--- src/rtl/memory_bus_adapter_if.sv ---
// Station-side request/response and external bus signal bundles.
// master modport = initiator of the handshake; slave modport = responder.
interface mem_req_if #(parameter int SIZE = 32);
  logic            memory_enable;
  logic            memory_operation;
  logic [1:0]      memory_data_size;
  logic [SIZE-1:0] memory_address;
  logic [SIZE-1:0] memory_data_out;
  logic            memory_ready;
  logic [SIZE-1:0] memory_data_in;

  modport master (
    output memory_enable, memory_operation, memory_data_size, memory_address, memory_data_out,
    input  memory_ready, memory_data_in
  );
  modport slave (
    input  memory_enable, memory_operation, memory_data_size, memory_address, memory_data_out,
    output memory_ready, memory_data_in
  );
endinterface

interface mem_bus_if #(parameter int SIZE = 32);
  logic            bus_request;
  logic            bus_write;
  logic [SIZE-1:0] bus_address;
  logic [3:0]      bus_byte_enable;
  logic [SIZE-1:0] bus_write_data;
  logic            bus_acknowledge;
  logic [SIZE-1:0] bus_read_data;

  modport master (
    output bus_request, bus_write, bus_address, bus_byte_enable, bus_write_data,
    input  bus_acknowledge, bus_read_data
  );
  modport slave (
    input  bus_request, bus_write, bus_address, bus_byte_enable, bus_write_data,
    output bus_acknowledge, bus_read_data
  );
endinterface

--- src/rtl/memory_bus_adapter.sv ---
// Turns one load/store request into one or two word-aligned byte-enable bus beats.
// Latency 2 edges (3 when split) plus bus wait states; bus_request is held until acknowledged.
module memory_bus_adapter #(
  parameter int SIZE = 32
) (
  input  logic      clock,
  input  logic      reset,
  mem_req_if.slave  req,
  mem_bus_if.master bus
);

  typedef enum logic [1:0] {IDLE, BEAT1, BEAT2, DONE} state_t;

  state_t          state_q, state_nxt;
  logic            op_q, op_nxt;
  logic [1:0]      size_q, size_nxt;
  logic [1:0]      offs_q, offs_nxt;
  logic            split_q, split_nxt;
  logic            flush_q, flush_nxt;
  logic [3:0]      be_hi_q, be_hi_nxt;
  logic [SIZE-1:0] wdat_hi_q, wdat_hi_nxt;
  logic [SIZE-1:0] lo_q, lo_nxt;

  logic            ready_q, ready_nxt;
  logic [SIZE-1:0] data_in_q, data_in_nxt;
  logic            request_q, request_nxt;
  logic            write_q, write_nxt;
  logic [SIZE-1:0] address_q, address_nxt;
  logic [3:0]      be_q, be_nxt;
  logic [SIZE-1:0] wdat_q, wdat_nxt;

  logic [3:0]        lane_mask;
  logic [7:0]        be_wide;
  logic [2*SIZE-1:0] dat_wide;
  logic [SIZE+23:0]  fin_word;
  logic [SIZE-1:0]   fin_data;
  logic              finishing;

  // Lanes spill into the next word when the shifted mask reaches bits [7:4].
  always_comb begin
    case (req.memory_data_size)
      2'd0:    lane_mask = 4'b0001;
      2'd1:    lane_mask = 4'b0011;
      default: lane_mask = 4'b1111;
    endcase
    be_wide  = {4'b0000, lane_mask} << req.memory_address[1:0];
    dat_wide = {{SIZE{1'b0}}, req.memory_data_out} << {req.memory_address[1:0], 3'b000};
  end

  // Load result: the only bytes ever selected lie below bit 8*3+32.
  always_comb begin
    if (state_q == BEAT2) fin_word = {bus.bus_read_data[23:0], lo_q};
    else                  fin_word = {24'd0, bus.bus_read_data};
    fin_data = fin_word[{offs_q, 3'b000} +: SIZE];
    case (size_q)
      2'd0:    fin_data = fin_data & 32'h0000_00FF;
      2'd1:    fin_data = fin_data & 32'h0000_FFFF;
      default: fin_data = fin_data;
    endcase
  end

  assign finishing = bus.bus_acknowledge && request_q &&
                     ((state_q == BEAT2) || (state_q == BEAT1 && !split_q));

  always_comb begin
    state_nxt   = state_q;
    op_nxt      = op_q;
    size_nxt    = size_q;
    offs_nxt    = offs_q;
    split_nxt   = split_q;
    flush_nxt   = flush_q;
    be_hi_nxt   = be_hi_q;
    wdat_hi_nxt = wdat_hi_q;
    lo_nxt      = lo_q;
    ready_nxt   = ready_q;
    data_in_nxt = data_in_q;
    request_nxt = request_q;
    write_nxt   = write_q;
    address_nxt = address_q;
    be_nxt      = be_q;
    wdat_nxt    = wdat_q;

    case (state_q)
      IDLE: begin
        if (req.memory_enable) begin
          if (req.memory_data_size != 2'd3) begin
            state_nxt   = BEAT1;
            op_nxt      = req.memory_operation;
            size_nxt    = req.memory_data_size;
            offs_nxt    = req.memory_address[1:0];
            split_nxt   = (be_wide[7:4] != 4'b0000);
            flush_nxt   = 1'b0;
            be_hi_nxt   = be_wide[7:4];
            wdat_hi_nxt = dat_wide[2*SIZE-1:SIZE];
            lo_nxt      = '0;
            request_nxt = 1'b1;
            write_nxt   = req.memory_operation;
            address_nxt = {req.memory_address[SIZE-1:2], 2'b00};
            be_nxt      = be_wide[3:0];
            wdat_nxt    = dat_wide[SIZE-1:0];
          end else begin
            state_nxt   = DONE;
            ready_nxt   = 1'b1;
            data_in_nxt = '0;
          end
        end
      end
      BEAT1, BEAT2: begin
        if (!req.memory_enable) flush_nxt = 1'b1;
        if (bus.bus_acknowledge && state_q == BEAT1) lo_nxt = bus.bus_read_data;
        if (bus.bus_acknowledge && state_q == BEAT1 && split_q) begin
          state_nxt   = BEAT2;
          address_nxt = address_q + 32'd4;
          be_nxt      = be_hi_q;
          wdat_nxt    = wdat_hi_q;
        end
        if (finishing) begin
          request_nxt = 1'b0;
          write_nxt   = 1'b0;
          address_nxt = '0;
          be_nxt      = '0;
          wdat_nxt    = '0;
          // A flushed request still completes its beats but never reports back.
          if (flush_q || !req.memory_enable) begin
            state_nxt = IDLE;
          end else begin
            state_nxt   = DONE;
            ready_nxt   = 1'b1;
            data_in_nxt = op_q ? '0 : fin_data;
          end
        end
      end
      DONE: begin
        if (!req.memory_enable) begin
          state_nxt   = IDLE;
          ready_nxt   = 1'b0;
          data_in_nxt = '0;
        end
      end
      default: state_nxt = IDLE;
    endcase
  end

  always_ff @(posedge clock or negedge reset) begin
    if (!reset) begin
      state_q   <= IDLE;
      op_q      <= 1'b0;
      size_q    <= '0;
      offs_q    <= '0;
      split_q   <= 1'b0;
      flush_q   <= 1'b0;
      be_hi_q   <= '0;
      wdat_hi_q <= '0;
      lo_q      <= '0;
      ready_q   <= 1'b0;
      data_in_q <= '0;
      request_q <= 1'b0;
      write_q   <= 1'b0;
      address_q <= '0;
      be_q      <= '0;
      wdat_q    <= '0;
    end else begin
      state_q   <= state_nxt;
      op_q      <= op_nxt;
      size_q    <= size_nxt;
      offs_q    <= offs_nxt;
      split_q   <= split_nxt;
      flush_q   <= flush_nxt;
      be_hi_q   <= be_hi_nxt;
      wdat_hi_q <= wdat_hi_nxt;
      lo_q      <= lo_nxt;
      ready_q   <= ready_nxt;
      data_in_q <= data_in_nxt;
      request_q <= request_nxt;
      write_q   <= write_nxt;
      address_q <= address_nxt;
      be_q      <= be_nxt;
      wdat_q    <= wdat_nxt;
    end
  end

  assign req.memory_ready    = ready_q;
  assign req.memory_data_in  = data_in_q;
  assign bus.bus_request     = request_q;
  assign bus.bus_write       = write_q;
  assign bus.bus_address     = address_q;
  assign bus.bus_byte_enable = be_q;
  assign bus.bus_write_data  = wdat_q;

endmodule
--- src/flat_wrapper.sv ---
// flat-port wrapper written by rule: the top's interface ports become plain ports
module memory_bus_adapter_flat 
#(
  parameter int SIZE = 32
)
  (clock, reset, req_memory_enable, req_memory_operation, req_memory_data_size, req_memory_address, req_memory_data_out, req_memory_ready, req_memory_data_in, bus_bus_request, bus_bus_write, bus_bus_address, bus_bus_byte_enable, bus_bus_write_data, bus_bus_acknowledge, bus_bus_read_data);
  mem_req_if #(.SIZE(SIZE)) req_i ();
  mem_bus_if #(.SIZE(SIZE)) bus_i ();
  input  logic clock;
  input  logic reset;
  input wire logic [$bits(req_i.memory_enable)-1:0] req_memory_enable;
  input wire logic [$bits(req_i.memory_operation)-1:0] req_memory_operation;
  input wire logic [$bits(req_i.memory_data_size)-1:0] req_memory_data_size;
  input wire logic [$bits(req_i.memory_address)-1:0] req_memory_address;
  input wire logic [$bits(req_i.memory_data_out)-1:0] req_memory_data_out;
  output wire logic [$bits(req_i.memory_ready)-1:0] req_memory_ready;
  output wire logic [$bits(req_i.memory_data_in)-1:0] req_memory_data_in;
  output wire logic [$bits(bus_i.bus_request)-1:0] bus_bus_request;
  output wire logic [$bits(bus_i.bus_write)-1:0] bus_bus_write;
  output wire logic [$bits(bus_i.bus_address)-1:0] bus_bus_address;
  output wire logic [$bits(bus_i.bus_byte_enable)-1:0] bus_bus_byte_enable;
  output wire logic [$bits(bus_i.bus_write_data)-1:0] bus_bus_write_data;
  input wire logic [$bits(bus_i.bus_acknowledge)-1:0] bus_bus_acknowledge;
  input wire logic [$bits(bus_i.bus_read_data)-1:0] bus_bus_read_data;
  assign req_i.memory_enable = req_memory_enable;
  assign req_i.memory_operation = req_memory_operation;
  assign req_i.memory_data_size = req_memory_data_size;
  assign req_i.memory_address = req_memory_address;
  assign req_i.memory_data_out = req_memory_data_out;
  assign req_memory_ready = req_i.memory_ready;
  assign req_memory_data_in = req_i.memory_data_in;
  assign bus_bus_request = bus_i.bus_request;
  assign bus_bus_write = bus_i.bus_write;
  assign bus_bus_address = bus_i.bus_address;
  assign bus_bus_byte_enable = bus_i.bus_byte_enable;
  assign bus_bus_write_data = bus_i.bus_write_data;
  assign bus_i.bus_acknowledge = bus_bus_acknowledge;
  assign bus_i.bus_read_data = bus_bus_read_data;
  memory_bus_adapter #(.SIZE(SIZE)) u_core (.clock(clock), .reset(reset), .req(req_i), .bus(bus_i));
endmodule
--- config.mk ---
export PLATFORM = sky130hd
export DESIGN_NAME = memory_bus_adapter_flat
export DESIGN_NICKNAME = d
export VERILOG_FILES = /design/src/rtl/memory_bus_adapter_if.sv /design/src/rtl/memory_bus_adapter.sv /design/src/flat_wrapper.sv
export SDC_FILE = /design/constraint.sdc
export NUM_CORES = 1
export LEC_CHECK = 0
export ABC_AREA = 1
export BUFFER_PORTS_ARGS = -buffer_cell sky130_fd_sc_hd__buf_2
export CORE_ASPECT_RATIO = 1.75
export CORE_UTILIZATION = 60
export CTS_CLUSTER_SIZE = 16
export DETAILED_ROUTE_END_ITERATION = 6
export GPL_TIMING_DRIVEN = 0
export HOLD_SLACK_MARGIN = 0.06
export PLACE_DENSITY_LB_ADDON = 0.3
export SYNTH_ARGS = -nofsm -noshare
export SYNTH_HDL_FRONTEND = slang
export SYNTH_SLANG_ARGS = --single-unit
--- constraint.sdc ---
create_clock -name clock -period 5.4 [get_ports clock]
set_clock_uncertainty 0.2 [all_clocks]
set_input_delay 0.27 -clock clock [delete_from_list [all_inputs] [get_ports clock]]
set_output_delay 0.27 -clock clock [all_outputs]
set_load 0.005 [all_outputs]
# [Yosys cells after proc, flatten, opt, wreduce, memory -nomap -nowiden]
# Cells that the tools add are included.
[word_totals] regBits=180 in_bits=103 output_inout_bits=103
[op_classes] n_addsub=1 eq_ne=15 shifts=3 muxes=53 reduce_logical=22
[op_table] operator="$mux 32" n=17
[op_table] operator="$pmux 32 s2" n=4
[op_table] operator="$pmux 32 s3" n=1
[op_table] operator="$shl 32x5->64" n=1
[op_table] operator="$mux 56" n=1
[op_table] operator="$shiftx 56x6->32" n=1
[op_table] operator="$add 32x3->32 const B" n=1
[op_table] operator="$mux 4" n=4
[op_table] operator="$pmux 4 s2" n=2
[op_table] operator="$reduce_and 4->1" n=4
[op_table] operator="$mux 1" n=13
[op_table] operator="$mux 2" n=6
[op_table] operator="$ne 2x2->1 const B" n=6
[op_table] operator="$shl 4x2->8" n=1
[op_table] operator="$eq 2x1->1 const B" n=3
[op_table] operator="$logic_not 2->1" n=3
[op_table] operator="$ne 2x1->1 const B" n=3
[op_table] operator="$pmux 1 s2" n=3
[op_table] operator="$pmux 2 s3" n=1
[op_table] operator="$reduce_and 3->1" n=2
[op_table] operator="$logic_and 1x1->1" n=5
[op_table] operator="$reduce_and 5->1" n=1
[op_table] operator="$eq 2x2->1 const B" n=2
[op_table] operator="$reduce_bool 4->1" n=1
[op_table] operator="6 further kinds" n=8

# [Depth between registers and ports, before layout]
# Gate-level depths: netlist of run 1.
[logic_depth] ltp_word=8 ltp_mapped=16 mapped_depth_nobuf=14

# [Worst setup path before layout of run 1]
# Ideal clock, no wire load.
[synth_timing] path_kind="register -> register" startpoint="register u_core.state_q[0]" endpoint="register u_core.address_q[26] (netlist: u_core.bus.bus_address[26])" setup_ns=0.120 arrival_time_ns=1.747 required_time_ns=5.080 path_slack_ns=3.334 stages_incl_launch_ff=16 period_less_slack_ns=2.066 path_cell_list="dfrtp_1 inv_1 ha_1 buf_4 inv_4 nand2_2 nand2_2 nand2_4 inv_2 nand2_2 nand2_2 inv_2 buf_6 buf_6 nor2_1 a21oi_2"
[synth_between] elab_chain_cells=6
[synth_rtl] item="from (decl)" line_no="memory_bus_adapter.sv:14" source="state_t state_q, state_nxt;"
[synth_rtl] item="from (signal assigned)" line_no="memory_bus_adapter.sv:163" source="state_q <= state_nxt;"
[synth_rtl] item="$eq 2x1->1" line_no="memory_bus_adapter.sv:63, memory_bus_adapter.sv:83, memory_bus_adapter.sv:111"
[synth_rtl] item="$logic_and 1x1->1" line_no="memory_bus_adapter.sv:63" source="((state_q == BEAT2) || (state_q == BEAT1 && !split_q));"
[synth_rtl] item="$logic_or 1x1->1" line_no="memory_bus_adapter.sv:63"
[synth_rtl] item="$logic_and 1x1->1" line_no="memory_bus_adapter.sv:62" source="assign finishing = bus.bus_acknowledge && request_q &&"
[synth_rtl] item="$ne 3x1->1 (no source line) / $mux 32 (equally long branches)"
[synth_rtl] item="$reduce_and 4->1 (no source line) / $pmux 32 s2 (equally long branches)"
[synth_rtl] item="to (signal assigned)" line_no="memory_bus_adapter.sv:176" source="address_q <= address_nxt;"
[synth_rtl] item="to (decl)" line_no="memory_bus_adapter.sv:28" source="logic [SIZE-1:0] address_q, address_nxt;"
# Several ways; a longest one is shown, not always the timed one.
# A chain may end at the register's enable or synchronous reset.

# [Worst setup path after layout of run 1]
[layout_timing] startpoint="register u_core.state_q[0]" endpoint="register u_core.wdat_q[5] (netlist: u_core.bus.bus_write_data[5])"
[layout_between] elab_chain_cells=6
[layout_rtl] item="$eq 2x1->1" line_no="memory_bus_adapter.sv:63, memory_bus_adapter.sv:83, memory_bus_adapter.sv:111"
[layout_rtl] item="$logic_and 1x1->1" line_no="memory_bus_adapter.sv:63"
[layout_rtl] item="$logic_or 1x1->1" line_no="memory_bus_adapter.sv:63"
[layout_rtl] item="$logic_and 1x1->1" line_no="memory_bus_adapter.sv:62"
[layout_rtl] item="$ne 3x1->1 (no source line) / $mux 32 (equally long branches)"
[layout_rtl] item="$reduce_and 4->1 (no source line) / $pmux 32 s2 (equally long branches)"
[layout_rtl] item="to (signal assigned)" line_no="memory_bus_adapter.sv:178" source="wdat_q <= wdat_nxt;"
[layout_rtl] item="to (decl)" line_no="memory_bus_adapter.sv:30" source="logic [SIZE-1:0] wdat_q, wdat_nxt;"
# Several ways; a longest one is shown, not always the timed one.

==> key figures, run 1 <==
Timing
  – Max-slew headroom: 0.460
  – Period minus WS final: 2.85 ns
  – Slew Limit Fails: 0
  – Max Clk Rate: approximately 350 MHz
  – RSZ-0062 raised after global routing: false
  – Setup TNS: 0 ns
  – Tightest Pin Transition: 0.809 ns
  – Final setup viols: 0
  – Fin. Hold Viols: 0
  – Worst hold margin: between 0.05 and 0.06 ns
  – Final worst-path cycle share: 0.528

Placement
  – Dpl cells: 1846
  – Port Buffer Count: 202
  – Post-DP HPWL: 27100 µm
  – Placer Congestion: 0.993

Final layout
  – Area of the multi-input gates: 4880 µm²
  – Non-filler cells, final: 1956
  – Final core utilization: 0.778
  – Fin nets: 1831
  – Layout cells sized above 1: 0.180
  – # diodes: 0
  – Flip-flop and latch area: 4230 µm²
  – Fillers: roughly 1200
  – Layout area overhead: 27.2%

Clock network
  – Clk Tree Root Cell: clkbuf_16
  – Clock H-tree levels: 4
  – Longest Clk Path Bufs: 2
  – Sink Count: 169
  – Clk_lat worst skew: around 0.44 ns
  – TritonCTS buffer count: 17
  – Reg clk slew, reported paths: 0.07 ns
  – CTS tree: built

GRT
  – Met3 track demand over resource: 0.0861
  – Initial antenna violation count: 0
  – Busiest grt layer: met2
  – Vias in the first global route: 11300
  – Met2 GRT Util: 0.743
  – Largest net degree at the start of global routing: 86
  – Total gr overflow: 0
  – GRT Resource Usage Total: 0.444
  – First-pass GRT wire length: 58000 µm
  – GR Util met1: 0.468

Logic synthesis
  – Unique masters post-synth: 43
  – Synthesized instance count: 1418
  – Mapped Area: 10000 µm²
  – Yosys reg bits: 169
  – Sequential fraction of the synthesis area: 0.423
  – Syn Area/Cell: a little over 7 µm²
  – Yosys warns: 0

Setup path
  – CP Launch Type: flop
  – Max stage delay on crit path: ~0.57 ns
  – Critical path class: flop to flop
  – Slowest CP cell: clkbuf_1
  – Critical path endpoint category: flop
  – Worst EP required: 5.52 ns
  – Crit-path max FO: 10
  – CP cell instances: inv_1 -> ha_1 -> buf_4 -> inv_4 -> nand2_2 -> nand2_2 -> nand2_4 -> clkbuf_1 -> o22ai_1 -> nand2_1 -> nand2_1
  – WP data arrival: 2.97 ns

Pwr
  – Maximum vdd drop: 0.398 mV
  – Total power: 8.32 mW
  – PwrDens: roughly 650 nW/µm²
  – LEAKAGE: 6.79 nW

Routing
  – WL/cell: ~19 µm
  – Initial drt markers: 853
  – DRT Pass-1 Iters: 5
  – Drt total wl: 37500 µm
  – Via Count: 11400
  – Post-route DRC violation count: 0
  – Vias per cell: approximately 5.8
  – Post-route ant nets: 0

Job
  – Maxcap violations: 0

Floorplanning
  – Die area: approximately 17000 µm²
  – Starting Density: 0.611
  – IO Count: 206
  – Core ar.: between 15000 and 20000 µm²
  – Die Ht: 173 µm
  – Rows: 62
  – Die X: 99.6 µm

Status
  – Status: finished clean

Worst hold path
  – Worst min-delay path class: primary input to flop
==> layout make-up <==
type / count / share of cell area
multi-input combinational: 1037 / 0.384
sequential: 169 / 0.332
timing repair buffer: 282 / 0.144
inverter: 134 / 0.0398
clock buffer: 22 / 0.0365
buffer: 79 / 0.0307
tap: 224 / 0.0220
clock inverter: 9 / 0.0109
==> cells in the mapped netlist <==
cell,count,area (µm²)
a21boi_0,3,22.5
a21oi_1,26,130
a21oi_2,15,131
a22o_1,1,8.76
a22oi_1,1,7.51
a31oi_1,2,12.5
and2_1,1,6.26
buf_1,8,30.0
buf_2,18,90.1
buf_4,13,97.6
buf_6,3,33.8
clkbuf_1,37,139
clkinv_1,2,7.51
clkinv_2,1,5.00
conb_1,1,3.75
dfrtp_1,169,4230
ha_1,8,100
inv_1,125,469
inv_2,5,18.8
inv_4,1,6.26
mux2_2,3,33.8
mux2i_1,16,160
nand2_1,476,1790
nand2_2,7,43.8
nand2_4,2,22.5
nand3_1,85,425
nand3b_1,1,7.51
nand4_1,6,37.5
nor2_1,139,522
nor2_2,6,37.5
nor2_4,1,11.3
nor3_1,5,25.0
o211ai_1,5,37.5
o21ai_0,139,696
o21ai_1,5,25.0
o21ai_4,2,32.5
o21bai_1,2,15.0
o221ai_1,15,131
o22ai_1,50,313
o31ai_1,7,52.6
or2_2,4,25.0
xnor2_1,1,8.76
xor2_1,1,8.76
==> registers in the layout (all words and copies together) (netlist names), 3 cells and up <==
| register | count |
|---|---|
| u_core.be_hi_q | 3 |
| u_core.wdat_hi_q | 24 |
| u_core.bus.bus_address | 30 |
| u_core.req.memory_data_in | 32 |
| u_core.bus.bus_byte_enable | 4 |
| u_core.lo_q | 32 |
| u_core.bus.bus_write_data | 32 |
==> critical path: cells and delay by family (launching register included) <==
family                     cells  cell delay, ns
adders and majority gates      1            0.16
and+or+nand+nor                5            0.53
AOI/OAI and AO/OA              1            0.41
buffers and inverters          4            0.98
DFF                            1            0.45
==> stage by stage <==
stage / cell area [µm²] / setup WS (ns)
finish: 12700 / 2.55
global route: 12700 / 2.48
CTS: 12700 / 2.68
detailed placement: 11300 / 2.70
global placement: 11300 / 1.34
floorplan: 10000 / 3.33
==> per-layer routing <==
metal,wire length [µm],vias to the layer above
met4,3570,0
met5,0,-
met3,2970,218
met2,18300,746
li1,-,5195
met1,12700,5207
==> cell families (layout without fill, tap and decap cells) <==
kind of cell	Yosys count	in the layout	synth area share
adders and majority gates	8	8	0.0100
xor gates and xnor gates	2	2	0.00175
muxes	19	19	0.0194
buffers and inverters	213	526	0.0896
and+or+nand+nor	733	733	0.295
other	1	2	0.000375
DFF	169	169	0.423
AOI/OAI and AO/OA	273	273	0.161
==> where the power goes <==
group	internal (mW)	total, mW	switching, mW
clock	0.754	1.28	0.524
sequential	1.80	2.17	0.372
combinational	1.55	4.87	3.32
==> layout by cell type (no fill, tap or decap), drive strengths merged, types with 6 or more instances in the layout <==
cell	n
o22ai	50
nand2	485
a21oi	41
buf	245
o21ai	146
o221ai	15
mux2i	16
o31ai	7
nand4	6
inv	134
nor2	146
dfrtp	169
clkbuf	59
dlygate4sd3	79
ha	8
nand3	85
==> final timing paths <==
check,from,to,slack (ns),cells past startpoint
setup / recovery,u_core.state_q[0]$_DFFE_PN0P_,u_core.bus.bus_write_data[5]$_DFFE_PN0P_,2.55,11
hold / removal,req_memory_address[24],u_core.bus.bus_address[24]$_DFFE_PN0P_,0.06,5
setup reg to reg,u_core.state_q[0]$_DFFE_PN0P_,u_core.bus.bus_write_data[5]$_DFFE_PN0P_,2.55,11
hold reg to reg,u_core.bus.bus_write_data[30]$_DFFE_PN0P_,u_core.bus.bus_write_data[30]$_DFFE_PN0P_,0.28,2
max in group asynchronous,reset,u_core.bus.bus_address[14]$_DFFE_PN0P_,3.95,3
min in group asynchronous,reset,u_core.lo_q[6]$_DFFE_PN0P_,0.19,2
==> what timing repair did <==
action	in CTS	in global routing
hold buffers	79	0
endpoints found under the hold margin	168	0
gates resized for setup	0	0
setup buffers	0	0
No activity file was read; power rests on OpenSTA's default activity.
==> inputs of run 2 (changes only) <==
--- a/config.mk
+++ b/config.mk
@@ -8,7 +8,7 @@
 export ABC_AREA = 1
 export BUFFER_PORTS_ARGS = -buffer_cell sky130_fd_sc_hd__buf_2
 export CORE_ASPECT_RATIO = 1.75
-export CORE_UTILIZATION = 60
+export CORE_UTILIZATION = 56
 export CTS_CLUSTER_SIZE = 16
 export DETAILED_ROUTE_END_ITERATION = 6
 export GPL_TIMING_DRIVEN = 0
==> constraint.sdc (replaced) <==
create_clock -name clock -period 2.77 [get_ports clock]
set_clock_uncertainty 0.2 [all_clocks]
set_input_delay 0.1385 -clock clock [delete_from_list [all_inputs] [get_ports clock]]
set_output_delay 0.1385 -clock clock [all_outputs]
set_load 0.005 [all_outputs]
==> key figures, run 2 (synthesis gave the netlist of run 1 again) <==
Status
  – Status: finished clean

Clock network
  – TritonCTS buffer count: 17
  – Sink Count: approximately 170
  – Clk Tree Root Cell: clkbuf_16
  – Clk_lat worst skew: ~0.45 ns
  – Clock H-tree levels: 4
  – CTS tree: built
  – Reg clk slew, reported paths: ~0.070 ns
  – Setup Fix Bufs, Post-CTS: 0
  – Longest Clk Path Bufs: 2

Pwr
  – LEAKAGE: 6.91 nW
  – PwrDens: 1260 nW/µm²
  – Maximum vdd drop: 0.878 mV

Timing
  – Max-slew headroom: 0.540
  – Setup TNS: 0 ns
  – Final worst-path cycle share: 0.963
  – Final setup viols: 0
  – Tightest Pin Transition: 0.682 ns
  – Period minus WS final: 2.67 ns
  – Slew Limit Fails: 0
  – Fin. Hold Viols: 0
  – Max Clk Rate: 375 MHz

Final layout
  – Most common cell after layout, fill and taps aside: nand2_1
  – Layout cells sized above 1: 0.185
  – Final instance area: 13000 µm²
  – Most frequent cells in the layout: 475 x nand2_1, 219 x buf_2, 169 x dfrtp_1, 138 x nor2_1, 135 x o21ai_0
  – Fin nets: 1858
  – Final core utilization: 0.745
  – Layout area overhead: 29.9%
  – # diodes: 0
  – Non-filler cells, final: 1991

GRT
  – Total gr overflow: 0
  – Vias in the first global route: roughly 11000
  – Largest net degree at the start of global routing: 125
  – GRT Resource Usage Total: 0.463
  – Initial antenna violation count: 0
  – First-pass GRT wire length: slightly above 60000 µm

Routing
  – DRT Pass-1 Iters: 6
  – Met2 WL: 19900 µm
  – Vias per cell: about 5.9
  – Uppermost layer routed: met4
  – WL/cell: 21.1 µm
  – Drt total wl: 41900 µm
  – M1 WL: 13700 µm
  – Post-route DRC violation count: 0
  – Met3 wire length: 3440 µm
  – Via Count: 11800
  – Post-route ant nets: 0
  – Initial drt markers: around 1000

Floorplanning
  – Starting Density: 0.573
  – Rows: 64
  – Die area: 18400 µm²
  – Core ar.: 17500 µm²
  – Die X: ~100 µm
  – Die Ht: 179 µm
  – IO Count: 206

Setup path
  – Critical path's top delay family: buffers and inverters
  – CP bufs+invs: 4
  – Max stage delay on crit path: about 0.43 ns
  – WP data arrival: 2.85 ns
  – CP Launch Type: flop
  – Worst EP required: between 2 and 3 ns
  – Critical path endpoint category: flop
  – Critical path class: flop to flop
  – CP cell instances: inv_1 -> ha_1 -> buf_4 -> nor2_1 -> clkinv_1 -> clkbuf_1 -> o22ai_1 -> nand2_1 -> nand2_1
  – Slowest CP cell: dfrtp_1
  – Cell mode on critical path: nand2_1
  – Crit-path max FO: 10

Placement
  – Placer Congestion: 1.01
  – Port Buffer Count: 202
  – Post-DP HPWL: 29800 µm
  – Post-DP Area: ~11000 µm²
  – Dpl cells: roughly 1900

Worst hold path
  – Worst min-delay path class: primary input to flop

Job
  – Maxcap violations: 0
==> run 2: cell type report <==
cell class	instances	area (µm²)
Fill cell	1346	4450
Clock buffer	21	450
Clock inverter	11	87.6
Timing Repair Buffer	310	2140
Tap cell	231	289
Multi-Input combinational cell	1037	4910
Inverter	134	507
Sequential cell	169	4230
Buffer	78	394
==> run 2: path summary, 6_finish.rpt <==
path,endpoint,cells past startpoint,slack (ns),startpoint
hold / removal,u_core.bus.bus_write_data[23]$_DFFE_PN0P_,5,0.09,req_memory_data_out[7]
setup reg to reg,u_core.bus.bus_write_data[13]$_DFFE_PN0P_,9,0.10,u_core.state_q[0]$_DFFE_PN0P_
min in group asynchronous,u_core.bus.bus_address[30]$_DFFE_PN0P_,4,0.64,reset
hold reg to reg,u_core.bus.bus_write_data[24]$_DFFE_PN0P_,2,0.28,u_core.bus.bus_write_data[24]$_DFFE_PN0P_
setup / recovery,u_core.bus.bus_write_data[13]$_DFFE_PN0P_,9,0.10,u_core.state_q[0]$_DFFE_PN0P_
max in group asynchronous,u_core.bus.bus_write_data[22]$_DFFE_PN0P_,4,1.09,reset
==> run 2: metal layers <==
layer / track usage / vias to the layer above
li1: - / 5245
met2: 0.742 / 826
met3: 0.106 / 284
met4: 0.463 / 0
met5: 0 / -
met1: 0.481 / 5443
==> run 2: power breakdown <==
group | leakage [nW] | internal (mW) | switching, mW | total, mW
combinational | 4.48 | 3.11 | 6.81 | 9.92
sequential | 2.17 | 3.50 | 0.743 | 4.24
clock | 0.251 | 1.18 | 1.08 | 2.27
==> run 2: what timing repair did <==
item | 4_1_cts | 5_1_grt
hold endpoints to repair | 297 | 1
resized for setup | 0 | 20
endpoints found under the setup margin | 0 | 38
hold buffers | 106 | 1
==> run 2: worst register-to-register path, cell delays in order, from the launching register on <==
cell      delay, ns
dfrtp_1        0.43
inv_1          0.13
ha_1           0.30
buf_4          0.18
nor2_1         0.14
clkinv_1       0.28
clkbuf_1       0.34
o22ai_1        0.42
nand2_1        0.11
nand2_1        0.07
==> run 2: per-stage QoR <==
stage | worst slack (ns) | hold WS, ns | total power, mW
2_1_floorplan | 0.704 | -0.357 | 10.0
3_3_place_gp | -1.17 | 0.166 | 13.2
3_5_place_dp | 0.0612 | -0.139 | 13.5
4_1_cts | 0.0520 | 0.0605 | 15.9
5_1_grt | -0.0000400 | 0.0866 | 17.4
6_report | 0.102 | 0.0858 | 16.4
